[src/rtl/ap_pkg.sv]
// ---------------------------------------------------------------------------
// ap_pkg
// Shared definitions for the multi-precision ALU sequencer.
//   - op encodings seen on the sequencer 'op' port (the same numbering as the
//     8-bit ALU opcode for the logic operations)
//   - sequencer state encoding
//   - arithmetic/logic classification helper
// ---------------------------------------------------------------------------
package ap_pkg;

  localparam logic [2:0] AOP_ADD  = 3'b000;
  localparam logic [2:0] AOP_SUB  = 3'b001;
  localparam logic [2:0] AOP_RSUB = 3'b010;
  localparam logic [2:0] AOP_OR   = 3'b011;
  localparam logic [2:0] AOP_AND  = 3'b100;
  localparam logic [2:0] AOP_ANDN = 3'b101;
  localparam logic [2:0] AOP_XOR  = 3'b110;
  localparam logic [2:0] AOP_XNOR = 3'b111;

  // Bit n is set when op code n is arithmetic (add, sub, rsub). Arithmetic
  // ops chain a carry through the bytes; logic ops are byte-independent.
  localparam logic [7:0] AOP_ARITH_MASK = 8'b0000_0111;

  typedef enum logic [1:0] {
    S_IDLE = 2'b00,
    S_RUN  = 2'b01,
    S_DONE = 2'b10
  } seq_state_t;

  function automatic logic is_arith(input logic [2:0] op);
    return AOP_ARITH_MASK[op];
  endfunction

endpackage

[src/rtl/ap_mp_sequencer.sv]
// ---------------------------------------------------------------------------
// ap_mp_sequencer
// Runs one NBYTES-wide operation through an external 8-bit ALU, one byte per
// clock, least-significant byte first, chaining the carry between bytes. It
// assembles the wide result and the final C/V/N/Z flags.
//
// Ports:
//   clk, rst            clock (rising edge), synchronous active-high reset
//   start               operation request, honoured only when idle
//   op                  operation code (see ap_pkg)
//   opa, opb, cin_in    operands and add carry-in, sampled on accept
//   busy                high for the NBYTES byte-processing cycles
//   done                one-cycle pulse, result and flags valid
//   result              wide result, held until the next accept
//   flag_c/v/n/z        final flags, held until the next accept
//   alu_a, alu_b        ALU operand bytes (this block is their only driver)
//   alu_aop, alu_cin    ALU opcode and carry-in
//   alu_f               ALU result byte (combinational from alu_* outputs)
//   alu_cout/ovf/n/z    ALU flags for the current byte
// ---------------------------------------------------------------------------
module ap_mp_sequencer
  import ap_pkg::*;
#(
  parameter int NBYTES = 4,
  parameter int CNT_W  = 2
) (
  input  logic                  clk,
  input  logic                  rst,
  input  logic                  start,
  input  logic [2:0]            op,
  input  logic [8*NBYTES-1:0]   opa,
  input  logic [8*NBYTES-1:0]   opb,
  input  logic                  cin_in,
  output logic                  busy,
  output logic                  done,
  output logic [8*NBYTES-1:0]   result,
  output logic                  flag_c,
  output logic                  flag_v,
  output logic                  flag_n,
  output logic                  flag_z,
  output logic [7:0]            alu_a,
  output logic [7:0]            alu_b,
  output logic [2:0]            alu_aop,
  output logic                  alu_cin,
  input  logic [7:0]            alu_f,
  input  logic                  alu_cout,
  input  logic                  alu_ovf,
  input  logic                  alu_n,
  input  logic                  alu_z
);

  localparam int W = 8 * NBYTES;

  seq_state_t       state;
  seq_state_t       state_nxt;
  logic [W-1:0]     sa;
  logic [W-1:0]     sb;
  logic [2:0]       opr;
  logic             carry;
  logic             zacc;
  logic [CNT_W-1:0] idx;
  logic             last_byte;
  logic             arith;

  assign last_byte = (idx == CNT_W'(NBYTES - 1));
  assign arith     = is_arith(opr);

  assign busy = (state == S_RUN);
  assign done = (state == S_DONE);

  // State register.
  always_ff @(posedge clk) begin
    if (rst) begin
      state <= S_IDLE;
    end else begin
      state <= state_nxt;
    end
  end

  // Next-state logic and ALU drive. The ALU's own sub/rsub negate each byte
  // separately and cannot chain a borrow, so subtraction is issued as an add
  // of the inverted operand with the carry register seeded to 1.
  always_comb begin
    state_nxt = state;
    alu_a     = 8'h00;
    alu_b     = 8'h00;
    alu_aop   = AOP_ADD;
    alu_cin   = 1'b0;
    case (state)
      S_IDLE: begin
        if (start) begin
          state_nxt = S_RUN;
        end
      end
      S_RUN: begin
        if (arith) begin
          alu_aop = AOP_ADD;
          alu_a   = (opr == AOP_RSUB) ? ~sa[7:0] : sa[7:0];
          alu_b   = (opr == AOP_SUB)  ? ~sb[7:0] : sb[7:0];
          alu_cin = carry;
        end else begin
          alu_aop = opr;
          alu_a   = sa[7:0];
          alu_b   = sb[7:0];
          alu_cin = 1'b0;
        end
        if (last_byte) begin
          state_nxt = S_DONE;
        end
      end
      S_DONE: begin
        state_nxt = S_IDLE;
      end
      default: begin
        state_nxt = S_IDLE;
      end
    endcase
  end

  // Datapath. On accept the operands are captured into shift registers so the
  // low byte always sits at [7:0]. Every RUN cycle consumes one byte and the
  // ALU byte enters the top of result, so after NBYTES cycles the first byte
  // has walked down to [7:0]. Flags are captured only on the last byte so
  // they stay stable (previous operation's values) while the run is in
  // progress.
  always_ff @(posedge clk) begin
    if (rst) begin
      sa     <= '0;
      sb     <= '0;
      opr    <= AOP_ADD;
      carry  <= 1'b0;
      zacc   <= 1'b0;
      idx    <= '0;
      result <= '0;
      flag_c <= 1'b0;
      flag_v <= 1'b0;
      flag_n <= 1'b0;
      flag_z <= 1'b0;
    end else begin
      case (state)
        S_IDLE: begin
          if (start) begin
            sa   <= opa;
            sb   <= opb;
            opr  <= op;
            zacc <= 1'b1;
            idx  <= '0;
            if (op == AOP_ADD) begin
              carry <= cin_in;
            end else if ((op == AOP_SUB) || (op == AOP_RSUB)) begin
              carry <= 1'b1;
            end else begin
              carry <= 1'b0;
            end
          end
        end
        S_RUN: begin
          result <= {alu_f, result[W-1:8]};
          sa     <= {8'h00, sa[W-1:8]};
          sb     <= {8'h00, sb[W-1:8]};
          carry  <= alu_cout;
          zacc   <= zacc & alu_z;
          idx    <= idx + CNT_W'(1);
          if (last_byte) begin
            flag_c <= arith & alu_cout;
            flag_v <= arith & alu_ovf;
            flag_n <= alu_n;
            flag_z <= zacc & alu_z;
          end
        end
        default: begin
        end
      endcase
    end
  end

endmodule

[config.mk]
export PLATFORM = sky130hd
export DESIGN_NAME = ap_mp_sequencer
export DESIGN_NICKNAME = d
export VERILOG_FILES = /design/src/rtl/ap_pkg.sv /design/src/rtl/ap_mp_sequencer.sv
export SDC_FILE = /design/constraint.sdc
export NUM_CORES = 1
export LEC_CHECK = 0
export BUFFER_PORTS_ARGS = -buffer_cell sky130_fd_sc_hd__buf_2
export CAP_MARGIN = 10
export CORE_MARGIN = 3
export CORE_UTILIZATION = 30
export DETAILED_ROUTE_END_ITERATION = 12
export GPL_TIMING_DRIVEN = 0
export HOLD_SLACK_MARGIN = 0.02
export PLACE_DENSITY = 0.62
export SLEW_MARGIN = 20
export SYNTH_ARGS = -nofsm -noshare
export SYNTH_HDL_FRONTEND = slang
export SYNTH_SLANG_ARGS = --single-unit
[constraint.sdc]
create_clock -name clk -period 2.1 [get_ports clk]
set_input_delay 0.315 -clock clk [delete_from_list [all_inputs] [get_ports clk]]
set_output_delay 0.315 -clock clk [all_outputs]
set_load 0.01 [all_outputs]
Word-level counts from Yosys, hierarchy flattened. Memory sizes are Yosys's and may differ from the RTL's. A register that Yosys moved wholly into a read port is not among the register bits. Cells that the tools add are included.

Memories: 1. Input port bits: 83. Bits in registers: 109. Output and inout bits: 58. Word-level logic and storage cells: 65. Memory bits (read-only): 8.

Multiplexer cells: 28. Magnitude comparators: 1. Eq/ne operators: 9. Bitwise gates (word level): 5. $add $sub $neg: 1. Reduce and logical (&&, ||, !) cells: 8.

Memories: (name not given) (words 8, bits a word 1, rd ports 1, clocked after memory_dff 1, write ports 0, RTL line ap_pkg.sv:31) `return AOP_ARITH_MASK[op];`.

Operators with widths (count): $pmux W32 S2 (2); $mux W32 (2); $mux W8 (6); $not A8 Y8 (2); $mux W3 (4); $pmux W2 S2 (2); $reduce_and A2 Y1 (4); $mux W1 (7); $eq A3 B1 Y1 const B (2); $eq A3 B2 Y1 const B (2); $mux W2 (3); $eq A2 B2 Y1 const B (2); $lt A3 B4 Y1 const B (1); $pmux W1 S2 (2); $and A1 B1 Y1 (3); $logic_not A3 Y1 (1); $add A2 B1 Y2 const B (1); $eq A2 B1 Y1 const B (1); $logic_not A2 Y1 (1); $ne A2 B1 Y1 const B (1); $ne A2 B2 Y1 const B (1); $reduce_bool A2 Y1 (1); $logic_or A1 B1 Y1 (1).

Depth between registers and ports, before layout. Gate-level depths: netlist (run 1).

Depth after elaboration: 6. Depth in mapped cells: 6. Mapped depth without buffers: 4.

Least setup slack after synthesis (run 1). OpenSTA, ideal clock, no wires.

Kind: reg2out. Start point: register state[0]. End point: output alu_aop[0]. Cell stages (with the launch flop): 5. Buffers on the path: 2. Setup slack: 625 ps. Arrival time: 1160 ps. Path through: dfxtp_1 > nand2b_1 > buf_4 > buf_2 > nor3b_1.

Cells in the longest elaborated chain, start to end: 2.

RTL lines: from (decl) (RTL line ap_mp_sequencer.sv:54) `seq_state_t state;`; from (signal assigned) (RTL line ap_mp_sequencer.sv:76) `state <= state_nxt;`; $eq A2 B1 Y1 (RTL line ap_mp_sequencer.sv:89) `case (state)`; $mux W3 (RTL line ap_mp_sequencer.sv:89); to (decl) (RTL line ap_mp_sequencer.sv:43) `output logic [2:0] alu_aop,`.

Every way passes these cells.

Final worst setup path (run 1).
Start point: register state[1]. End point: output alu_aop[1].

The elaborated chain is that of the path after synthesis.

==> results of run 1 <==
-- routing by layer --
metal	track usage	vias up	part of all wire
li1	-	2221	-
met1	0.220	1967	0.47
met2	0.241	110	0.46
met3	0.0325	15	0.057
met4	0.0562	2	0.016
met5	0	-	0.00096
-- state kept, by name, indices dropped and copies added, names as in the netlist, 2 cells and up --
| signal | count |
|---|---|
| idx | 2 |
| state | 2 |
| sa | 32 |
| opr | 3 |
| result | 32 |
| sb | 32 |
-- what timing repair did --
item,4_1_cts,5_1_grt
endpoints found under the hold margin,0,0
resized for setup,2,3
gates cloned,0,0
endpoints found under the setup margin,11,17
pin swaps,0,0
hold buffers,0,0
-- worst max-delay path, stage by stage (launching register included) --
cell and delay [ns]:
dfxtp_1 0.36, nand2b_1 0.22, buf_4 0.21, clkbuf_4 0.21
nor3b_1 0.18, buf_2 0.18
-- layout make-up --
type	instances	area (um2)
Inverter	1	3.75
Fill cell	1559	8860
Clock inverter	6	66.3
Buffer	49	233
Tap cell	184	230
Antenna cell	1	2.50
Multi-Input combinational cell	403	2050
Timing Repair Buffer	139	696
Sequential cell	110	2200
Clock buffer	10	239
-- synth_stat cells, types with 2 or more instances --
master | instances | area share
nand2_1 | 124 | 0.10
dfxtp_1 | 110 | 0.49
a21oi_1 | 90 | 0.10
nor2_1 | 83 | 0.069
a211oi_1 | 48 | 0.080
buf_2 | 25 | 0.028
clkbuf_1 | 20 | 0.017
a22oi_1 | 17 | 0.028
xnor2_1 | 16 | 0.031
nor3b_1 | 4 | 0.0067
buf_4 | 3 | 0.0050
nand4_1 | 3 | 0.0042
nand3_1 | 2 | 0.0022
-- power by group through the flow --
stage	Clock (uW)	Combinational, uW	Sequential (uW)
CTS	1790	705	2300
finish	1760	701	2300
global placement	0	701	2340
floorplan	0	449	2330
global route	1870	787	2320
detailed placement	0	701	2350
-- logic make-up after synthesis --
group / Yosys count / synth area share
simple gates: 223 / 0.199
mux: 1 / 0.00223
buf+inv: 50 / 0.0514
compound gates: 162 / 0.222
flops: 110 / 0.491
fa+ha+maj: 1 / 0.00279
xor+xnor: 16 / 0.0313
-- path summary, 6_finish.rpt --
check | endpoint
worst max-delay path | alu_aop[1]
worst min-delay path | sa[5]$_SDFFE_PP0P_
worst max register to register | sb[23]$_SDFFE_PP0P_
worst min register to register | result[5]$_SDFFE_PP0P_
-- metrics by stage --
stage,setup slack (ns),power [uW],std cells,instance area [um2],util
2_1_floorplan,0.625,2780,563,4480,-
3_3_place_gp,0.333,3040,886,5410,0.371
3_5_place_dp,0.315,3050,886,5410,0.371
4_1_cts,0.00947,4800,902,5720,0.392
5_1_grt,0.00793,4970,903,5730,0.392
6_report,0.0822,4760,903,5730,0.392
==> metrics.txt, run 1 <==
r2r setup slk 0.59 ns; largest net degree at the start of global routing 19; Worst Path Arrival 1.70 ns; Fmax 496 MHz; Net Switching 1290 uW; asr flop ratio synth 0; most frequent cells in the layout buf_2 (162), nand2_1 (124), dfxtp_1 (108); status finished clean; clock buffer depth 2; max cap viols 0; Max Slew Vio Count 0; final HPWL from detailed placement 10.5 mm; initial antenna violation count 2; Cell Area, Synth 4480 um2; Seq cells post-synth 110; WHS 0.200 ns; post-synth net total 647; commonest non-fill, non-tap cell in the layout buf_2; Worst Tran Pin Value 0.580 ns; initial drt markers 254; Unique masters post-synth 31; # DRC 0; Fin Setup TNS 0 ns; final setup fails 0; Clock Latency Late Sink 0.35 ns; Final Skew 0.00988 ns; Worst setup EP type output port; Clk pwr share 0.370; Post-synth top flop dfxtp_1; Initial Util 0.307; RSZ-0062 raised after global routing no; Avg WL per Cell 15.1 um; power density cells 831 nW/um2; core region area 14600 um2; Pre-antenna DRT Iters 4; drt via density 4.78; Leakage 0.00249 uW; CP startpoint kind flop; Num CTS Buffers 9; Seq/Total Area, Yosys 0.491; combinational power share 0.147; Clock Sinks 110; hold path cells 3; Port Buffers 139; Slew headroom 0.613; post-route antenna net violation count 0; Net Sw Frac 0.271; row count 44; die width 128 um; CP max FO 10; # IOs 141; Post-Synthesis Cells 563; CTS tree yes; clk root buf clkbuf_16; Total GRT Usage 0.158; crit path launch state[1]$_SDFFE_PP0P_; Min-Delay Path Class input pin to flop; vias after detailed routing 4315; global-route wire length before repair 20.3 mm; layout cells sized above 1 0.265; syn_area_per_cell 7.96 um2; Tmin final 2.02 ns; Tcrit/Tclk final 0.961; VDD IR max 0.407 mV; Post-CTS Setup Inserts 0; sequential power share 0.483; Reg-to-Reg Start state[1]$_SDFFE_PP0P_; WS Path Type flop to output port; RePlAce Congestion 0.809; clk slew on worst S/H paths 0.08 ns; H-tree Lvls 3; min-delay src opa[5]; vias in the first global route 3810; R2R cell count 4; endpoints failing hold 0; final net count 797; Int Pwr 3470 uW; die area 16400 um2; synth-to-layout area growth 27.7%; Crit path required time 1.78 ns; Remaining Overflow, GRT 0; final WL 13.6 mm; yosys warns 0; Vert. Die Dim 128 um; EDFF count, synth 0
(Power assumes the default switching activity.)
==> run 2, diff against run 1 <==
- ABC_AREA: unset -> 1
- PLACE_DENSITY: 0.62 -> 0.61
==> run 2 against run 1 <==
Net effect:
- clock skew shrank 0.0012 ns
- critical path depth grew 1
- fmax shrank 1.2%
- final cell count grew 19%
- worst hold slack lost 0.025 ns
- combinational power grew 23%
- critical path type unchanged
- non-clock buffer count shrank 3
- highest routed layer is now met4
- via count grew 9.4%
- clock power grew 6%
- worst setup slack lost 0.024 ns
==> metrics.txt, run 2 <==
status finished clean; WHS 0.175 ns; # fillers 1745; Port Buffers 140; CP max FO 10; final WL 13.9 mm; Fin Setup TNS 0 ns; vias after detailed routing 4722; # IOs 141; drt via density 4.39; area leader, netlist dfxtp_1; count leader, synth nand2_1; Tmin final 2.04 ns; WS Path Type flop to output port; initial drt markers 329; power density cells 841 nW/um2; RSZ-0062 raised after global routing yes; RePlAce Congestion 0.786; global-route wire length before repair 22.4 mm; Tcrit/Tclk final 0.972; commonest non-fill, non-tap cell in the layout nand2_1; # DRC 0; Initial Util 0.309; Post-Synthesis Cells 710; row count 45; EDFF count, synth 0; die width 132 um; Post-synth top flop dfxtp_1; most frequent cells in the layout nand2_1 (188), nor2_1 (176), buf_2 (151); endpoints failing hold 0; Num CTS Buffers 9; Total GRT Usage 0.160; syn_area_per_cell 6.66 um2; Final Skew 0.00868 ns; core region area 15300 um2; post-route antenna net violation count 0; Min-Delay Path Class input pin to flop; Synth top area share 0.466; Inserted Diodes 0; asr flop ratio synth 0; Vert. Die Dim 132 um; CTS tree yes; Pre-antenna DRT Iters 4; hold buffers post-CTS 0; Worst Tran Pin Value 0.599 ns; post-synth net total 794; most frequent cells after synthesis nand2_1 (190), nor2_1 (177), dfxtp_1 (110), o21ai_0 (81), a21oi_1 (41); vias in the first global route 4555; layout cells sized above 1 0.223; Fmax 490 MHz; clk root buf clkbuf_16; Post-CTS Setup Inserts 0; largest net degree at the start of global routing 17; synth-to-layout area growth 27.8%; Synth area leaders dfxtp_1 (47%), nand2_1 (15%), nor2_1 (14%); die area 17300 um2; largest registers result (32), sa (32), sb (32); Crit path required time 1.78 ns; Clock Sinks 110; Seq cells post-synth 110; clock buffer depth 2; Slew headroom 0.601; initial antenna violation count 0; final net count 944; Unique masters post-synth 18; final HPWL from detailed placement 10.6 mm; VDD IR max 0.368 mV; Seq/Total Area, Yosys 0.466; clk slew on worst S/H paths 0.07 ns; Clock Latency Late Sink 0.35 ns; H-tree Lvls 3; max cap viols 0; yosys warns 0; CP startpoint kind flop; Worst setup EP type output port; Avg WL per Cell 12.9 um; Worst Path Arrival 1.73 ns; Cell Area, Synth 4730 um2; Util after Layout 0.395; final setup fails 0; Remaining Overflow, GRT 0; Max Slew Vio Count 0; Leakage 0.00294 uW
## run 2: path summary, 6_finish.rpt
| path | startpoint | end | slack (ns) | cells past startpoint |
|---|---|---|---|---|
| max | arith$_SDFF_PP0_ | alu_a[7] | 0.06 | 6 |
| min | rst | sa[25]$_SDFFE_PP0P_ | 0.18 | 2 |
| max reg2reg | state[0]$_SDFFE_PP0P_ | sb[3]$_SDFFE_PP0P_ | 0.71 | 5 |
| min reg2reg | sb[30]$_SDFFE_PP0P_ | sb[30]$_SDFFE_PP0P_ | 0.46 | 2 |
## run 2: kinds of logic (layout without fill, tap and decap cells)
| family | Yosys count | count (layout) | share of synthesized area |
|---|---|---|---|
| AND/OR/NAND/NOR | 379 | 379 | 0.305 |
| AO/OA/AOI/OAI | 143 | 143 | 0.152 |
| flip-flops | 110 | 110 | 0.466 |
| buffers and inverters | 77 | 231 | 0.0749 |
| adder cells (fa/ha/maj) | 1 | 1 | 0.00265 |
## run 2: cell type report
type	instances	area (um2)	share of cell area
buffer	45	250	0.0414
multi-input combinational	523	2190	0.362
sequential	110	2200	0.365
inverter	31	116	0.0193
clock inverter	4	70.1	0.0116
timing repair buffer	140	701	0.116
clock buffer	11	253	0.0418
tap	211	264	0.0437
## run 2: timing repair
action                                  CTS  global route
pin swaps                                 0             0
gates cloned                              0             0
gates resized for setup                   5             9
endpoints found under the setup margin    9            18
## run 2: routing by layer
metal / GRT usage / routed length (um) / share of wire
met3: 0.0322 / 633 / 0.046
met1: 0.222 / 6900 / 0.50
met5: 0 / 0 / 0
met4: 0.0519 / 155 / 0.011
met2: 0.249 / 6220 / 0.45
## run 2: per-stage QoR
step	setup slack (ns)	instances	total power [uW]	cell area, um2
CTS	0.00814	1076	5120	6030
finish	0.0578	1075	5080	6040
floorplan	0.655	710	2930	4730
global placement	0.282	1061	3250	5690
global route	-0.0384	1075	5360	6040
detailed placement	0.308	1061	3260	5690
## run 2: where the power goes
part	leakage, uW	switching [uW]	internal (uW)	total (uW)
Combinational	0.00187	528	332	859
Sequential	0.000909	96.6	2260	2350
Clock	0.000161	766	1100	1870
Total	0.00294	1390	3690	5080
## run 2: worst max-delay path: stages, from the launching register on
cell and delay (ns):
dfxtp_2 0.38, inv_1 0.08, nor2_2 0.14, nand2_2 0.14, buf_2 0.21, a21oi_1 0.25, buf_2 0.19
